## config.mk

```make
export PLATFORM = sky130hd
export DESIGN_NAME = char_motion_ctrl
export DESIGN_NICKNAME = d
export VERILOG_FILES = /design/src/rtl/char_motion_ctrl.sv
export SDC_FILE = /design/constraint.sdc
export NUM_CORES = 1
export LEC_CHECK = 0
export ABC_CLOCK_PERIOD_IN_PS = 5400
export BUFFER_PORTS_ARGS = -buffer_cell sky130_fd_sc_hd__buf_2
export CORE_MARGIN = 8
export CORE_UTILIZATION = 45
export CTS_CLUSTER_DIAMETER = 100
export DETAILED_ROUTE_END_ITERATION = 10
export PLACE_DENSITY = 0.65
export SLEW_MARGIN = 0
export SYNTH_ARGS = -nofsm -noshare
export SYNTH_HDL_FRONTEND = slang
export SYNTH_SLANG_ARGS = --single-unit
export TNS_END_PERCENT = 50
```

## constraint.sdc

```tcl
create_clock -name clk_i -period 5.4 [get_ports clk_i]
set_clock_uncertainty 0.15 [all_clocks]
set_input_delay 0.54 -clock clk_i [delete_from_list [all_inputs] [get_ports clk_i]]
set_output_delay 0.54 -clock clk_i [all_outputs]
set_load 0.03 [all_outputs]
```

## src/rtl/char_motion_ctrl.sv

```systemverilog
// Player-motion controller: frame-tick divider, clamped horizontal walk, jump/fall physics with gravity.
// Optional feature macro: CHAR_DOUBLE_JUMP_EN (one extra jump per airborne period).
module char_motion_ctrl #(
  parameter int W           = 12,
  parameter int FRAME_TICKS = 1_083_333,
  parameter int SPAWN_X     = 204,
  parameter int GROUND_Y    = 689,
  parameter int X_MIN       = 24,
  parameter int X_MAX       = 1000,
  parameter int Y_MIN       = 16,
  parameter int MOVE_STEP   = 5,
  parameter int JUMP_V      = 18,
  parameter int GRAVITY     = 1,
  parameter int MAX_FALL    = 12
) (
  input  logic         clk_i,
  input  logic         rst_ni,
  input  logic [1:0]   game_active_i,
  input  logic         game_start_i,
  input  logic         stepleft_i,
  input  logic         stepright_i,
  input  logic         stepjump_i,
  input  logic         on_ground_i,
  output logic [W-1:0] pos_x_o,
  output logic [W-1:0] pos_y_o,
  output logic [7:0]   vel_y_o,
  output logic         flip_h_o,
  output logic         airborne_o,
  output logic         frame_tick_o
);

  localparam int CW = (FRAME_TICKS > 1) ? $clog2(FRAME_TICKS) : 1;
  localparam int YW = W + 2;
  localparam logic signed [YW-1:0] Y_MIN_S    = YW'(Y_MIN);
  localparam logic signed [YW-1:0] GROUND_S   = YW'(GROUND_Y);
  localparam logic signed [7:0]    JUMP_VEL   = 8'(-JUMP_V);
  localparam logic signed [7:0]    GRAV_V     = 8'(GRAVITY);
  localparam logic signed [7:0]    MAX_FALL_V = 8'(MAX_FALL);

  typedef enum logic [1:0] {GROUNDED, RISE, FALL} state_e;

  state_e             state_q, state_d;
  logic [CW-1:0]      cnt_q;
  logic               frame_tick_q, jump_prev_q, jump_req_q, flip_q;
  logic [W-1:0]       pos_x_q, pos_x_d, pos_y_q, pos_y_d;
  logic signed [7:0]  vel_q, vel_d, vel_inc, fall_v;
  logic signed [YW-1:0] y_ext, rise_sum, fall_sum;
  logic               frame_active, left_only, right_only, land, relaunch;

  assign frame_active = frame_tick_q && (game_active_i == 2'd1);
  assign left_only    = stepleft_i && !stepright_i;
  assign right_only   = stepright_i && !stepleft_i;

  assign y_ext    = $signed({2'b00, pos_y_q});
  assign vel_inc  = vel_q + GRAV_V;
  assign fall_v   = (vel_inc > MAX_FALL_V) ? MAX_FALL_V : vel_inc;
  assign rise_sum = y_ext + $signed({{(YW-8){vel_q[7]}}, vel_q});
  assign fall_sum = y_ext + $signed({{(YW-8){fall_v[7]}}, fall_v});
  assign land     = (state_q == FALL) && (on_ground_i || (fall_sum >= GROUND_S));

  function automatic logic [W-1:0] clamp_y(input logic signed [YW-1:0] y);
    if (y < Y_MIN_S)       return W'(Y_MIN);
    else if (y > GROUND_S) return W'(GROUND_Y);
    else                   return y[W-1:0];
  endfunction

`ifdef CHAR_DOUBLE_JUMP_EN
  logic dj_used_q, dj_used_d;

  assign relaunch = frame_active && jump_req_q && !dj_used_q && (state_q != GROUNDED);

  always_comb begin
    dj_used_d = dj_used_q;
    if (game_start_i)               dj_used_d = 1'b0;
    else if (relaunch)              dj_used_d = 1'b1;
    else if (frame_active && land)  dj_used_d = 1'b0;
  end

  always_ff @(posedge clk_i) begin
    if (!rst_ni) dj_used_q <= 1'b0;
    else         dj_used_q <= dj_used_d;
  end
`else
  assign relaunch = 1'b0;
`endif

  always_comb begin
    pos_x_d = pos_x_q;
    pos_y_d = pos_y_q;
    vel_d   = vel_q;
    state_d = state_q;
    if (game_start_i) begin
      pos_x_d = W'(SPAWN_X);
      pos_y_d = W'(GROUND_Y);
      vel_d   = '0;
      state_d = GROUNDED;
    end else if (frame_active) begin
      // Guard before subtracting / compare after adding in W+1 bits so x never wraps.
      if (left_only) begin
        if ({1'b0, pos_x_q} < (W+1)'(X_MIN + MOVE_STEP)) pos_x_d = W'(X_MIN);
        else                                             pos_x_d = pos_x_q - W'(MOVE_STEP);
      end else if (right_only) begin
        if (({1'b0, pos_x_q} + (W+1)'(MOVE_STEP)) > (W+1)'(X_MAX)) pos_x_d = W'(X_MAX);
        else                                                        pos_x_d = pos_x_q + W'(MOVE_STEP);
      end
      if (relaunch) begin
        vel_d   = JUMP_VEL;
        state_d = RISE;
      end else begin
        case (state_q)
          GROUNDED: begin
            if (jump_req_q) begin
              vel_d   = JUMP_VEL;
              state_d = RISE;
            end else if (!on_ground_i && (pos_y_q < W'(GROUND_Y))) begin
              vel_d   = GRAV_V;
              state_d = FALL;
            end
          end
          RISE: begin
            if (rise_sum <= Y_MIN_S) begin
              pos_y_d = W'(Y_MIN);
              vel_d   = '0;
              state_d = FALL;
            end else begin
              pos_y_d = clamp_y(rise_sum);
              vel_d   = vel_inc;
              if (!vel_inc[7]) state_d = FALL;
            end
          end
          FALL: begin
            pos_y_d = clamp_y(fall_sum);
            if (land) begin
              vel_d   = '0;
              state_d = GROUNDED;
            end else begin
              vel_d   = fall_v;
            end
          end
          default: state_d = GROUNDED;
        endcase
      end
    end
  end

  always_ff @(posedge clk_i) begin
    if (!rst_ni) begin
      cnt_q        <= '0;
      frame_tick_q <= 1'b0;
      jump_prev_q  <= 1'b0;
      jump_req_q   <= 1'b0;
      flip_q       <= 1'b0;
      pos_x_q      <= W'(SPAWN_X);
      pos_y_q      <= W'(GROUND_Y);
      vel_q        <= '0;
      state_q      <= GROUNDED;
    end else begin
      if (cnt_q == CW'(FRAME_TICKS - 1)) begin
        cnt_q        <= '0;
        frame_tick_q <= 1'b1;
      end else begin
        cnt_q        <= cnt_q + 1'b1;
        frame_tick_q <= 1'b0;
      end
      // A new key edge outranks the frame that consumes the previous request.
      jump_prev_q <= stepjump_i;
      if (stepjump_i && !jump_prev_q) jump_req_q <= 1'b1;
      else if (frame_active)          jump_req_q <= 1'b0;
      if (game_active_i == 2'd1) begin
        if (left_only)       flip_q <= 1'b1;
        else if (right_only) flip_q <= 1'b0;
      end
      pos_x_q <= pos_x_d;
      pos_y_q <= pos_y_d;
      vel_q   <= vel_d;
      state_q <= state_d;
    end
  end

  assign pos_x_o      = pos_x_q;
  assign pos_y_o      = pos_y_q;
  assign vel_y_o      = vel_q;
  assign flip_h_o     = flip_q;
  assign airborne_o   = (state_q != GROUNDED);
  assign frame_tick_o = frame_tick_q;

endmodule

```

**After elaboration in Yosys (flattened, before gate mapping)**

Cells that the tools add are included.

- Bitwise logic cells: 1
- Multiplexer cells: 27
- Eq/ne operators: 7
- Reductions and logical operators: 24
- Add/subtract/negate cells: 7
- Order comparisons: 10

Operator list:

| cell | number |
|---|---|
| $mux W12 | 9 |
| $mux W8 | 5 |
| $add A13 B8 Y14 | 2 |
| $gt A14 B11 Y1 const B | 2 |
| $lt A14 B6 Y1 const B | 2 |
| $pmux W12 S2 | 1 |
| $pmux W8 S3 | 1 |
| $add A21 B1 Y21 const B | 1 |
| $eq A21 B21 Y1 const B | 1 |
| $ge A14 B11 Y1 const B | 1 |
| $le A14 B6 Y1 const B | 1 |
| $add A12 B3 Y13 const B | 1 |
| $gt A13 B10 Y1 const B | 1 |
| $add A12 B3 Y12 const B | 1 |
| $lt A12 B10 Y1 const B | 1 |
| $lt A12 B5 Y1 const B | 1 |
| $sub A12 B3 Y12 const B | 1 |
| $mux W2 | 5 |
| $add A8 B2 Y8 const B | 1 |
| $gt A8 B5 Y1 const B | 1 |
| $reduce_bool A2 Y1 | 4 |
| $logic_and A1 B1 Y1 | 6 |
| $ne A3 B3 Y1 const B | 2 |
| $pmux W2 S3 | 1 |
| other kinds (13) | 24 |

- Flip-flop bits (word level): 59
- Bits of input ports: 9

**Depth between registers and ports, before layout**

Gate-level depths: netlist of run 1.

- Depth after elaboration: 9
- Gate-level depth with buffers: 17

**Least setup slack after synthesis of run 1**

Ideal clock, no wire load.

- Path kind: reg2reg
- From: reg vel_q[1] (netlist: vel_y_o[1])
- To: reg state_q[1]
- Data required time: 5.134 ns
- Setup time: 0.116 ns
- Arrival: 5.244 ns
- Period minus slack after synthesis: 5.510 ns
- Slack: -0.110 ns
- Stages on the path, launching flop included: 18
- Path through: dfxtp_1 nand3_1 nor3_1 xnor2_1 inv_1 a41oi_1 nor2_1 ha_1 fa_1 a211oi_1 o21a_1 nor2_1 or2_2 a211o_1 a221o_1 a211oi_2 a211oi_1 o211a_1

- Cells in the longest elaborated chain, start to end: 9
- Elaborated cells between the ends (all ways): 14

RTL lines:

| element | RTL line | source |
|---|---|---|
| start, declared | 46 | `logic signed [7:0] vel_q, vel_d, vel_inc, fall_v;` |
| start signal, assigned | 175 | `vel_q <= vel_d;` |
| $add A8 B2 Y8 | 55 | `assign vel_inc = vel_q + GRAV_V;` |
| $gt A8 B5 Y1 | 56 | `assign fall_v = (vel_inc > MAX_FALL_V) ? MAX_FALL_V : vel_inc;` |
| $mux W8 | 56 |  |
| $add A13 B8 Y14 | 58 | `assign fall_sum = y_ext + $signed({{(YW-8){fall_v[7]}}, fall_v});` |
| $ge A14 B11 Y1 | 59 | `assign land = (state_q == FALL) && (on_ground_i \|\| (fall_sum >= GROUND_S));` |
| $logic_or A1 B1 Y1 | 59 |  |
| $logic_and A1 B1 Y1 | 59 |  |
| $ne A2 B2 Y1 (no source line) | - |  |
| $reduce_and A4 Y1 (no source line) | - |  |
| end signal, assigned | 176 | `state_q <= state_d;` |
| end, declared | 42 | `state_e state_q, state_d;` |

Several ways; a longest one is shown, not always the timed one.
A chain may end at the register's enable or synchronous reset.

**Worst setup path after layout of run 1**

- From: reg vel_q[1] (netlist: vel_y_o[1])
- To: reg vel_q[0] (netlist: vel_y_o[0])

- Cells in the longest elaborated chain, start to end: 9
- Elaborated cells between the ends (all ways): 12

RTL lines:

| element | RTL line | source |
|---|---|---|
| $add A8 B2 Y8 | 55 |  |
| $gt A8 B5 Y1 | 56 |  |
| $mux W8 | 56 |  |
| $add A13 B8 Y14 | 58 |  |
| $ge A14 B11 Y1 | 59 |  |
| $logic_or A1 B1 Y1 | 59 |  |
| $logic_and A1 B1 Y1 | 59 |  |
| $mux W8 | 133 | `if (land) begin` |
| $pmux W8 S3 * | 110 | `case (state_q)` |

Every way passes the cells marked *; elsewhere a longest branch is shown, timed or not.

==> PnR_summary.wiki, run 1 <==
{| class="wikitable"
! Metric !! Value
|-
| Final wirelength || 15,500 um
|-
| Global Route met3 Usage || 5.52%
|-
| Proportion of layout cells with a drive suffix above 1 || 12.1%
|-
| Synth area leader || dfxtp_1
|-
| Power per unit of standard cell area || 174 mW/mm2
|-
| Final global-route overflow total || 0
|-
| Multiplexer share of the synthesized area || 1.11%
|-
| Type of element launching the critical path || flip-flop
|-
| Iteration-0 DRC Markers || 507
|-
| Fmax || 0.194 GHz
|-
| Total DRC errors in the routed layout || 0
|-
| CTS Sinks || 59
|-
| Post-Synthesis Cells || 713
|-
| Die Y || 125 um
|-
| Commonest cells post-synth || nor2_1, dfxtp_1, a21oi_1
|-
| Number of global-route vias before repair || 5,207
|-
| Critical path buffers and inverters || 1
|-
| Largest stage delay on the critical path || 0.45 ns
|-
| Arrival time at the worst endpoint || 5.23 ns
|-
| Top cell by count, worst path || a221o_1
|-
| Post-synthesis compound-gate area fraction || 30.0%
|-
| Mapped Nets || 759
|-
| Count of boundary I/O pins || 44
|-
| Clk pwr share || 54.8%
|-
| Vias per std cell || 6.20
|-
| Switching Share || 22.6%
|-
| Pins Over Slew Limit || 0
|-
| Largest buffer count on any clock path || 2
|-
| Worst Setup Path Type || reg -> reg
|-
| Required time of the critical path || 5.48 ns
|-
| Register share of total power || 42.3%
|-
| Worst relative slew slack || 25.3%
|-
| Antenna Violating Nets Remaining || 0
|-
| RSZ-0062 raised after global routing || false
|-
| Worst slack after detailed placement || 0.269 ns
|-
| Diodes inserted || 0
|-
| Fillers || 1,151
|-
| Chip width || 125 um
|-
| Latest clock arrival within the worst-skew pair || 0.34 ns
|-
| Final total negative setup slack || 0 ns
|-
| Share of the synthesized area in the top cell type || 21.9%
|-
| Family with the most delay on the worst path || compound AO/OA/AOI/OAI gates
|-
| DR WL/cell || 17.4 um
|-
| Ys async rst share || 0%
|-
| CP endpoint kind || flip-flop
|-
| First-pass iteration count of the detailed router || 6
|-
| Outcome || completed
|-
| Final number of hold-violating endpoints || 0
|-
| Port Buffer Count || 43
|-
| Worst voltage drop across the vdd grid || 0.000194 V
|-
| Total core area || 0.0119 mm2
|-
| Pin count of the biggest net entering global routing || 23
|-
| Final critical-path share of the clock period || 95.4%
|-
| Worst path slowest cell || a221o_1
|-
| Fin worst setup slack || 0.250 ns
|-
| Post-CTS Setup Repair Bufs || 0
|-
| Global Route Usage Sum || 19.3%
|-
| TritonCTS buffer count || 9
|-
| Final hold slack || 0.255 ns
|-
| First-pass GRT wire length || 25,200 um
|-
| Hold/Removal Path Class || in -> reg
|-
| P&R area growth vs syn || 11.6%
|-
| Final cell count without fillers || 891
|-
| Hold buffer count at CTS || 0
|-
| Count of maximum capacitance violations || 0
|-
| Post-synthesis share of cell area spent on full adders, half adders and majority gates || 8.86%
|-
| Setup-failing EPs final || 0
|-
| Clk slew on worst S/H paths || 0.06 ns
|-
| Internal Power || 0.809 mW
|-
| Part of the total power dissipated in combinational logic || 2.9%
|-
| Number of enable flip-flop cells after synthesis || 0
|-
| Final Power || 1.04 mW
|-
| Leakage power figure || 2.51 nW
|-
| Sequential-to-total area share from yosys stat || 21.9%
|-
| Area share of xor/xnor cells in the synthesized design || 6.33%
|-
| Placed Cells || 875
|-
| Detailed placer's ending HPWL || 11,800 um
|-
| Pin slew with the least headroom to its limit || 1.12 ns
|-
| Routability-driven placement congestion ratio || 0.947
|-
| Flip-flop and latch count after synthesis || 59
|-
| Most used flip-flop cell after synthesis || dfxtp_1
|-
| Warnings, synthesis || 0
|-
| Met1 Use GR || 23.2%
|-
| Met2 Usage GRT || 31.8%
|-
| Starting density of the core || 45.5%
|-
| Deepest level of the CTS H-tree || 3
|-
| Cell types with the largest area share after synthesis || dfxtp_1, ha_1, a21oi_1, nor2_1, o21ai_0
|-
| Final critical path time including I/O delays and setup || 5.15 ns
|-
| Simple-gate share of the synthesized area || 26.8%
|-
| Most common cell in the netlist || nor2_1
|-
| Dominant combinational cell family by area after synthesis || compound AO/OA/AOI/OAI gates
|-
| Root buffer selected by CTS || clkbuf_16
|-
| Number of antenna violations at the first check in global routing || 0
|-
| Most Used Layer, Global Route || met2
|-
| Average instance area after synthesis || 7.56 um2
|-
| Overall die area || 0.0157 mm2
|-
| Rows || 40
|-
| Number of library cell types mapped by synthesis || 75
|-
| Area of the mapped netlist || 0.00539 mm2
|-
| Final net count || 785
|-
| CP Cell Sequence || ha_1, nand3_1, nor2_1, xnor2_1, a41oi_2, buf_4, or2_2, ha_1, o21ai_1, or2_2, a221o_1, a21boi_1, a221o_1, a221o_1, a2111oi_4, o211ai_1, a221oi_2
|-
| P_sw || 0.236 mW
|-
| CTS tree || built
|-
| Via Count || 5,526
|-
| Critical path fanouts, max || 6
|}
[stage by stage]
step / area (um2) / utilization [%]
floorplan: 5400 / -
global placement: 5710 / 48.1
detailed placement: 5710 / 48.1
CTS: 6010 / 50.6
global route: 6020 / 50.7
finish: 6020 / 50.7
[metal layers]
layer  part of all wire [%]  vias up
li1                       -     2699
met1                     45     2610
met2                     46      187
met4                    2.5        0
met3                    6.4       30
met5                      0        -
[kinds of logic after synthesis]
family,after synthesis
xor gates and xnor gates,39
buffers and inverters,67
and+or+nand+nor,275
adders and majority gates,37
DFF,59
AOI/OAI and AO/OA,230
muxes,6
[state kept, by name, indices dropped and copies added (netlist names)]
signal / cells
flip_h_o: 1
frame_tick_o: 1
pos_y_o: 12
pos_x_o: 12
jump_prev_q: 1
cnt_q: 21
vel_y_o: 8
jump_req_q: 1
state_q: 2
[worst register-to-register path: stages, from the launching register on]
cell       delay (ns)
dfxtp_2          0.39
ha_1             0.22
nand3_1          0.14
nor2_1           0.17
xnor2_1          0.25
a41oi_2          0.21
buf_4            0.20
or2_2            0.28
ha_1             0.36
o21ai_1          0.15
or2_2            0.33
a221o_1          0.38
a21boi_1         0.16
a221o_1          0.36
a221o_1          0.45
a2111oi_4        0.46
o211ai_1         0.15
a221oi_2         0.24
[path summary, 6_finish.rpt]
check	start	to	slack [ns]	cells after the start
worst max-delay path	vel_y_o[1]$_SDFFE_PP0P_	vel_y_o[0]$_SDFFE_PP0P_	0.25	17
worst min-delay path	stepjump_i	jump_prev_q$_SDFF_PN0_	0.25	2
worst max register to register	vel_y_o[1]$_SDFFE_PP0P_	vel_y_o[0]$_SDFFE_PP0P_	0.25	17
worst min register to register	cnt_q[0]$_SDFF_PP0_	cnt_q[0]$_SDFF_PP0_	0.32	1
[cells in the final DEF (no fill, tap or decap), drive strengths merged, types with 6 or more instances in the layout]
master	count
a211oi	14
a21o	14
a21oi	57
a31oi	10
and2	12
and3	20
buf	52
clkbuf	11
dfxtp	59
ha	35
inv	31
mux2i	6
nand2	47
nand2b	11
nand3	28
nand3b	7
nand4	7
nor2	69
nor2b	12
nor3	22
nor3b	8
o211ai	15
o21ai	48
or2	7
or3	7
xnor2	21
xor2	18
[area by class of cell]
cell class / count / area [um2] / area share [%]
clock buffers: 11 / 233 / 3.87
clock inverters: 5 / 62.6 / 1.04
inverters: 30 / 113 / 1.87
multi-input cells: 587 / 3960 / 65.8
flip-flops and latches: 59 / 1180 / 19.7
well taps: 147 / 184 / 3.06
repair buffers: 52 / 283 / 4.70
[what timing repair did]
action / in CTS / in global routing
resized for setup: 0 / 3
hold endpoints to repair: 0 / 0
setup endpoints to repair: 0 / 3
[power groups by stage]
stage | clock [mW] | combinational, mW | sequential (mW)
detailed placement | 0 | 0.0300 | 0.451
global placement | 0 | 0.0294 | 0.451
finish | 0.573 | 0.0303 | 0.442
floorplan | 0 | 0.0204 | 0.451
CTS | 0.583 | 0.0303 | 0.442
global route | 0.598 | 0.0342 | 0.442
No activity file was read; power rests on OpenSTA's default activity.
==> inputs of run 2 (changes only) <==
CORE_ASPECT_RATIO = 1.1   (was not set)
SETUP_SLACK_MARGIN = 0.2   (was not set)
==> run 2 against run 1 <==
Routed wire length rose by 0.67%; total power fell by 4.0%; via count fell by 0.38%; cell count rose by 0.45%; critical path depth did not move; combinational power barely moved; sequential power barely moved; worst hold slack improved by 0.030 ns; global-route usage rose by 0.47 points; clock power fell by 7.3%; critical path type unchanged; setup slack improved by 0.14 ns; non-clock buffer count fell by 3.
==> PnR_summary.wiki, run 2 (synthesized netlist as in run 1, its figures left out) <==
{| class="wikitable"
! Metric !! Value
|-
| Endpoint, Worst Hold || jump_prev_q$_SDFF_PN0_
|-
| Total DRC errors in the routed layout || 0 (unchanged)
|-
| Setup-failing EPs final || 0 (unchanged)
|-
| Fillers || 1,218 (+5.8%)
|-
| First-pass iteration count of the detailed router || 5 (-1)
|-
| Rows || 42 (+5.0%)
|-
| Fmax || 0.200 GHz (+2.9%)
|-
| CTS Sinks || 59 (unchanged)
|-
| Launch instance of the worst register-to-register path || vel_y_o[0]$_SDFFE_PP0P_
|-
| Overall die area || 0.0157 mm2 (about the same)
|-
| RSZ-0062 raised after global routing || false
|-
| Required time of the critical path || 5.48 ns (about the same)
|-
| Clk slew on worst S/H paths || 0.06 ns (about the same)
|-
| Worst Setup Path Type || reg -> reg
|-
| Slack of the worst reg-to-reg path || 0.39 ns (+0.14 ns)
|-
| Critical path fanouts, max || 6 (unchanged)
|-
| CP endpoint kind || flip-flop
|-
| Worst path slowest cell || a221o_2
|-
| Outcome || completed
|-
| Flip-flop count of the largest register after layout || 21 (unchanged)
|-
| Latest clock arrival within the worst-skew pair || 0.33 ns (about the same)
|-
| Length in cells of the worst reg-to-reg path || 17 (unchanged)
|-
| Final net count || 782 (-0.38%)
|-
| Detailed placer's ending HPWL || 11,900 um (+1.0%)
|-
| Most flops, register || cnt_q
|-
| Port Buffer Count || 43 (unchanged)
|-
| CP Cell Sequence || ha_2, nand3_1, nor2_2, xnor2_2, a41oi_2, buf_4, or2_2, ha_1, o21ai_1, or2_2, a221o_1, a21boi_1, a221o_1, a221o_2, a2111oi_4, o211ai_1, a221oi_2
|-
| Diodes inserted || 0 (unchanged)
|-
| Area of combinational cells with multiple inputs || 0.00399 mm2 (+0.76%)
|-
| Chip width || 120 um (-4.1%)
|-
| Deepest level of the CTS H-tree || 3 (unchanged)
|-
| Number of antenna violations at the first check in global routing || 0 (unchanged)
|-
| Root buffer selected by CTS || clkbuf_16
|-
| Final global-route overflow total || 0 (unchanged)
|-
| Sequential cell area || 0.00119 mm2 (+0.32%)
|-
| CTS tree || built
|-
| Most frequent cells in the layout || nor2_1, a21oi_1, dfxtp_1
|-
| Number of global-route vias before repair || 5,265 (+1.1%)
|-
| Count of boundary I/O pins || 44 (unchanged)
|-
| Proportion of layout cells with a drive suffix above 1 || 13.4% (+1.3 points)
|-
| Final total negative setup slack || 0 ns (unchanged)
|-
| Worst relative slew slack || 39.5% (+14 points)
|-
| Largest buffer count on any clock path || 2 (unchanged)
|-
| Post-CTS Setup Repair Bufs || 0 (unchanged)
|-
| Routability-driven placement congestion ratio || 0.918 (-3.0%)
|-
| Fin worst setup slack || 0.393 ns (+0.144 ns)
|-
| Final hold slack || 0.285 ns (+0.0302 ns)
|-
| Vias per std cell || 6.15 (-0.83%)
|-
| Critical Path Source || vel_y_o[0]$_SDFFE_PP0P_
|-
| P&R area growth vs syn || 11.6% (about the same)
|-
| Final number of hold-violating endpoints || 0 (unchanged)
|-
| Antenna Violating Nets Remaining || 0 (unchanged)
|-
| Arrival time at the worst endpoint || 5.09 ns (-0.14 ns)
|-
| Power per unit of standard cell area || 167 mW/mm2 (-4.1%)
|-
| Commonest non-fill, non-tap cell in the layout || nor2_1
|-
| Global Route Usage Sum || 19.8% (+0.47 points)
|-
| Iteration-0 DRC Markers || 440 (-13%)
|-
| DR WL/cell || 17.4 um (+0.22%)
|-
| Pin slew with the least headroom to its limit || 0.905 ns (-0.212 ns)
|-
| Hold/Removal Path Class || in -> reg
|-
| Total core area || 0.0119 mm2 (+0.13%)
|-
| First-pass GRT wire length || 25,700 um (+2.3%)
|-
| Die Y || 131 um (+4.3%)
|-
| Reg-to-reg endpoint || vel_y_o[0]$_SDFFE_PP0P_
|-
| Pins Over Slew Limit || 0 (unchanged)
|-
| Count of maximum capacitance violations || 0 (unchanged)
|-
| Via Count || 5,505 (-0.38%)
|-
| Final critical-path share of the clock period || 92.7% (-2.7 points)
|-
| Leakage power figure || 2.49 nW (-0.78%)
|-
| Worst voltage drop across the vdd grid || 0.000224 V (+15%)
|-
| Final critical path time including I/O delays and setup || 5.01 ns (-0.144 ns)
|-
| Type of element launching the critical path || flip-flop
|-
| Pin count of the biggest net entering global routing || 23 (unchanged)
|-
| Launch point of the worst hold path || stepjump_i
|-
| Number of cells on the worst hold path || 2 (unchanged)
|-
| Worst slack after detailed placement || 0.300 ns (+0.0311 ns)
|-
| TritonCTS buffer count || 9 (unchanged)
|-
| Largest stage delay on the critical path || 0.45 ns (about the same)
|-
| Final wirelength || 15,600 um (+0.67%)
|-
| Starting density of the core || 45.4% (-0.057 points)
|}
run 2: what timing repair did:
item | in CTS | in global routing
endpoints found under the setup margin | 0 | 11
hold buffers | 0 | 0
resized for setup | 0 | 10
run 2: per-layer routing:
layer / GRT usage (%) / vias to the layer above / wire length (um)
met3: 3.82 / 21 / 1070
met5: 0 / - / 0
met4: 5.51 / 0 / 211
met2: 35.2 / 176 / 7730
li1: - / 2691 / -
met1: 23.7 / 2617 / 6570
run 2: worst max path at each step:
stage | endpoint | cells past startpoint
6_report | vel_y_o[0]$_SDFFE_PP0P_ | 17
2_1_floorplan | state_q[1]$_SDFFE_PP0P_ | 17
5_1_grt | vel_y_o[6]$_SDFFE_PP0P_ | 17
4_1_cts | state_q[1]$_SDFFE_PP0P_ | 17
3_5_place_dp | state_q[1]$_SDFFE_PP0P_ | 17
3_3_place_gp | state_q[1]$_SDFFE_PP0P_ | 17
run 2: where the power goes:
group	switching [mW]	leakage, nW	total [mW]	internal, mW
Sequential	0.00275	0.479	0.441	0.438
Combinational	0.0192	1.87	0.0300	0.0108
Clock	0.219	0.136	0.531	0.312
run 2: critical path: cells and delay by family, from the launching register on:
kind / cells / cell delay [ns]
AND/OR/NAND/NOR: 4 / 0.93
AO/OA/AOI/OAI: 9 / 2.46
flip-flops: 1 / 0.41
adder cells (fa/ha/maj): 2 / 0.59
XOR/XNOR: 1 / 0.18
buffers and inverters: 1 / 0.20
run 2: metrics by stage:
step	util [%]	total power, mW	instances	instance area [um2]
2_1_floorplan	-	0.471	713	5410
3_3_place_gp	48.0	0.480	879	5700
3_5_place_dp	48.0	0.481	879	5700
4_1_cts	50.4	1.01	895	5980
5_1_grt	50.7	1.04	895	6020
6_report	50.7	1.00	895	6020
run 2: cell type report:
class	instances	share of cell area, %
multi-input cells	587	66.3
clock inverters	7	0.873
repair buffers	49	4.32
well taps	154	3.20
clock buffers	9	3.74
inverters	30	1.87
flip-flops and latches	59	19.7
==> inputs of run 3 (changes only) <==
CORE_UTILIZATION = 55   (was 45)
PLACE_DENSITY = 0.77   (was 0.65)
==> run 3 against run 2 <==
Total power down 11%; combinational power up 2%; sequential share of layout area up 0.40 points; fmax up 1.6%; die area down 16%; routed wire length down 3.0%; utilization up 10 points; register-to-register slack better by 0.08 ns; clock-buffer cell count unchanged; sequential power about the same; critical path depth unchanged; largest power group is now registers.
==> PnR_summary.wiki, run 3 (synthesized netlist as in run 1, its figures left out) <==
{| class="wikitable"
! Metric !! Value
|-
| Final net count || 782 (unchanged)
|-
| Via Count || 5,617 (+2.0%)
|-
| P_sw || 0.226 mW (-6.1%)
|-
| Final critical-path share of the clock period || 91.2% (-1.5 points)
|-
| Pins Over Slew Limit || 0 (unchanged)
|-
| CTS Sinks || 59 (unchanged)
|-
| Chip width || 110 um (-8.3%)
|-
| Fmax || 0.203 GHz (+1.6%)
|-
| Final global-route overflow total || 0 (unchanged)
|-
| Worst Setup Path Type || reg -> reg
|-
| Proportion of layout cells with a drive suffix above 1 || 13.0% (-0.40 points)
|-
| Number of antenna violations at the first check in global routing || 0 (unchanged)
|-
| Arrival time at the worst endpoint || 5.03 ns (-0.06 ns)
|-
| Register share of total power || 49.4% (+5.4 points)
|-
| Final hold slack || 0.261 ns (-0.0239 ns)
|-
| Antenna Violating Nets Remaining || 0 (unchanged)
|-
| Worst relative slew slack || 30.8% (-8.7 points)
|-
| Number of cells on the worst hold path || 2 (unchanged)
|-
| CTS tree || built
|-
| CP endpoint kind || flip-flop
|-
| RSZ-0062 raised after global routing || false
|-
| Overall die area || 0.0132 mm2 (-16%)
|-
| Length in cells of the worst reg-to-reg path || 17 (unchanged)
|-
| Most flops, register || cnt_q
|-
| Total core area || 0.00970 mm2 (-18%)
|-
| Cts repair resizes || 0 (unchanged)
|-
| Latest clock arrival within the worst-skew pair || 0.35 ns (+0.02 ns)
|-
| Starting density of the core || 55.6% (+10 points)
|-
| Final total negative setup slack || 0 ns (unchanged)
|-
| Final critical path time including I/O delays and setup || 4.93 ns (-0.0807 ns)
|-
| Vias per std cell || 6.52 (+6.1%)
|-
| Part of the total power dissipated in combinational logic || 3.4% (+0.4 points)
|-
| Leakage power figure || 2.46 nW (-0.89%)
|-
| Iteration-0 DRC Markers || 421 (-4.3%)
|-
| Fillers || 904 (-26%)
|-
| Clk pwr share || 47.1% (-5.9 points)
|-
| Global Route Usage Sum || 22.2% (+2.4 points)
|-
| Final number of hold-violating endpoints || 0 (unchanged)
|-
| Detailed placer's ending HPWL || 11,500 um (-3.4%)
|-
| Type of element launching the critical path || flip-flop
|-
| Post-CTS Setup Repair Bufs || 0 (unchanged)
|-
| Hold buffer count at CTS || 0 (unchanged)
|-
| Rows || 38 (-9.5%)
|-
| Commonest non-fill, non-tap cell in the layout || nor2_1
|-
| Count of boundary I/O pins || 44 (unchanged)
|-
| Count of maximum capacitance violations || 0 (unchanged)
|-
| Pin slew with the least headroom to its limit || 1.03 ns (+0.130 ns)
|-
| Port Buffer Count || 43 (unchanged)
|-
| Endpoint, Worst Hold || jump_prev_q$_SDFF_PN0_
|-
| Reg-to-reg endpoint || vel_y_o[0]$_SDFFE_PP0P_
|-
| First-pass iteration count of the detailed router || 5 (unchanged)
|-
| DR WL/cell || 17.6 um (+0.79%)
|-
| Hold/Removal Path Class || in -> reg
|-
| Root buffer selected by CTS || clkbuf_8
|-
| Setup-failing EPs final || 0 (unchanged)
|-
| Slack of the worst reg-to-reg path || 0.47 ns (+0.08 ns)
|-
| Critical path fanouts, max || 6 (unchanged)
|-
| Switching Share || 25.4% (+1.3 points)
|-
| P&R area growth vs syn || 9.37%
|-
| Required time of the critical path || 5.50 ns (+0.02 ns)
|-
| Final wirelength || 15,100 um (-3.0%)
|-
| Pin count of the biggest net entering global routing || 23 (unchanged)
|-
| Flip-flop count of the largest register after layout || 21 (unchanged)
|-
| Die Y || 120 um (-8.4%)
|-
| Launch instance of the worst register-to-register path || vel_y_o[1]$_SDFFE_PP0P_
|-
| Internal Power || 0.665 mW (-13%)
|-
| Total DRC errors in the routed layout || 0 (unchanged)
|-
| Worst voltage drop across the vdd grid || 0.000138 V (-38%)
|-
| Number of global-route vias before repair || 5,374 (+2.1%)
|-
| Diodes inserted || 0 (unchanged)
|-
| Routability-driven placement congestion ratio || 0.972 (+5.8%)
|-
| Clk slew on worst S/H paths || 0.07 ns (about the same)
|-
| Outcome || completed
|-
| First-pass GRT wire length || 25,200 um (-2.1%)
|-
| Launch point of the worst hold path || stepjump_i
|-
| Largest buffer count on any clock path || 2 (unchanged)
|-
| Deepest level of the CTS H-tree || 3 (unchanged)
|-
| TritonCTS buffer count || 9 (unchanged)
|-
| Power per unit of standard cell area || 151 mW/mm2 (-9.3%)
|-
| Most frequent cells in the layout || nor2_1, a21oi_1, dfxtp_1
|}
[run 3: cell types whose count changed in the layout (fill, tap and decap cells not counted), sizes merged]
cell and delta:
bufinv +1, clkinvlp -1
[run 3: cell type report]
cell class	instances	area [um2]	share of cell area [%]
Clock buffer	9	124	2.10
Clock inverter	7	77.6	1.32
Inverter	30	113	1.91
Multi-Input combinational cell	587	3990	67.6
Sequential cell	59	1190	20.1
Tap cell	120	150	2.55
Timing Repair Buffer	49	260	4.41
[run 3: critical path, cell delays in order (launching register included)]
cell,delay [ns]
dfxtp_2,0.40
ha_1,0.21
nand3_1,0.14
nor2_2,0.20
xnor2_2,0.16
a41oi_2,0.16
buf_4,0.20
or2_2,0.29
ha_1,0.36
o21ai_1,0.15
or2_2,0.32
a221o_1,0.37
a21boi_1,0.16
a221o_1,0.36
a221o_2,0.44
a2111oi_4,0.41
o211ai_1,0.15
a221oi_2,0.22
[run 3: power by group through the flow]
stage / Clock [mW] / Combinational [mW] / Sequential (mW)
floorplan: 0 / 0.0204 / 0.451
global placement: 0 / 0.0289 / 0.451
detailed placement: 0 / 0.0302 / 0.451
CTS: 0.426 / 0.0303 / 0.441
global route: 0.443 / 0.0342 / 0.441
finish: 0.420 / 0.0307 / 0.441
[run 3: routing by layer]
| metal | GRT usage [%] | vias to the layer above | share of wire [%] |
|---|---|---|---|
| met3 | 4.14 | 46 | 6.2 |
| met1 | 26.5 | 2644 | 42 |
| met2 | 38.0 | 227 | 48 |
| met4 | 9.47 | 0 | 3.0 |
| li1 | - | 2700 | - |
| met5 | 0 | - | 0 |
[run 3: through the flow]
stage	power, mW	util (%)	std cells	setup slack, ns	area [um2]
2_1_floorplan	0.471	-	713	0.200	5410
3_3_place_gp	0.480	58.4	845	0.604	5660
3_5_place_dp	0.481	58.4	845	0.453	5660
4_1_cts	0.897	60.4	861	0.426	5860
5_1_grt	0.918	60.8	861	0.222	5900
6_report	0.892	60.8	861	0.474	5900
[run 3: how the worst max path moves through the flow]
stage                                  startpoint                      end  slack, ns  cells after the start
after floorplan           vel_y_o[1]$_SDFFE_PP0P_  state_q[1]$_SDFFE_PP0P_       0.20                     17
after global placement    vel_y_o[1]$_SDFFE_PP0P_  state_q[1]$_SDFFE_PP0P_       0.60                     17
after detailed placement  vel_y_o[1]$_SDFFE_PP0P_  state_q[1]$_SDFFE_PP0P_       0.45                     17
after CTS                 vel_y_o[1]$_SDFFE_PP0P_  state_q[1]$_SDFFE_PP0P_       0.43                     17
after global routing      vel_y_o[1]$_SDFFE_PP0P_  vel_y_o[0]$_SDFFE_PP0P_       0.22                     17
final                     vel_y_o[1]$_SDFFE_PP0P_  vel_y_o[0]$_SDFFE_PP0P_       0.47                     17
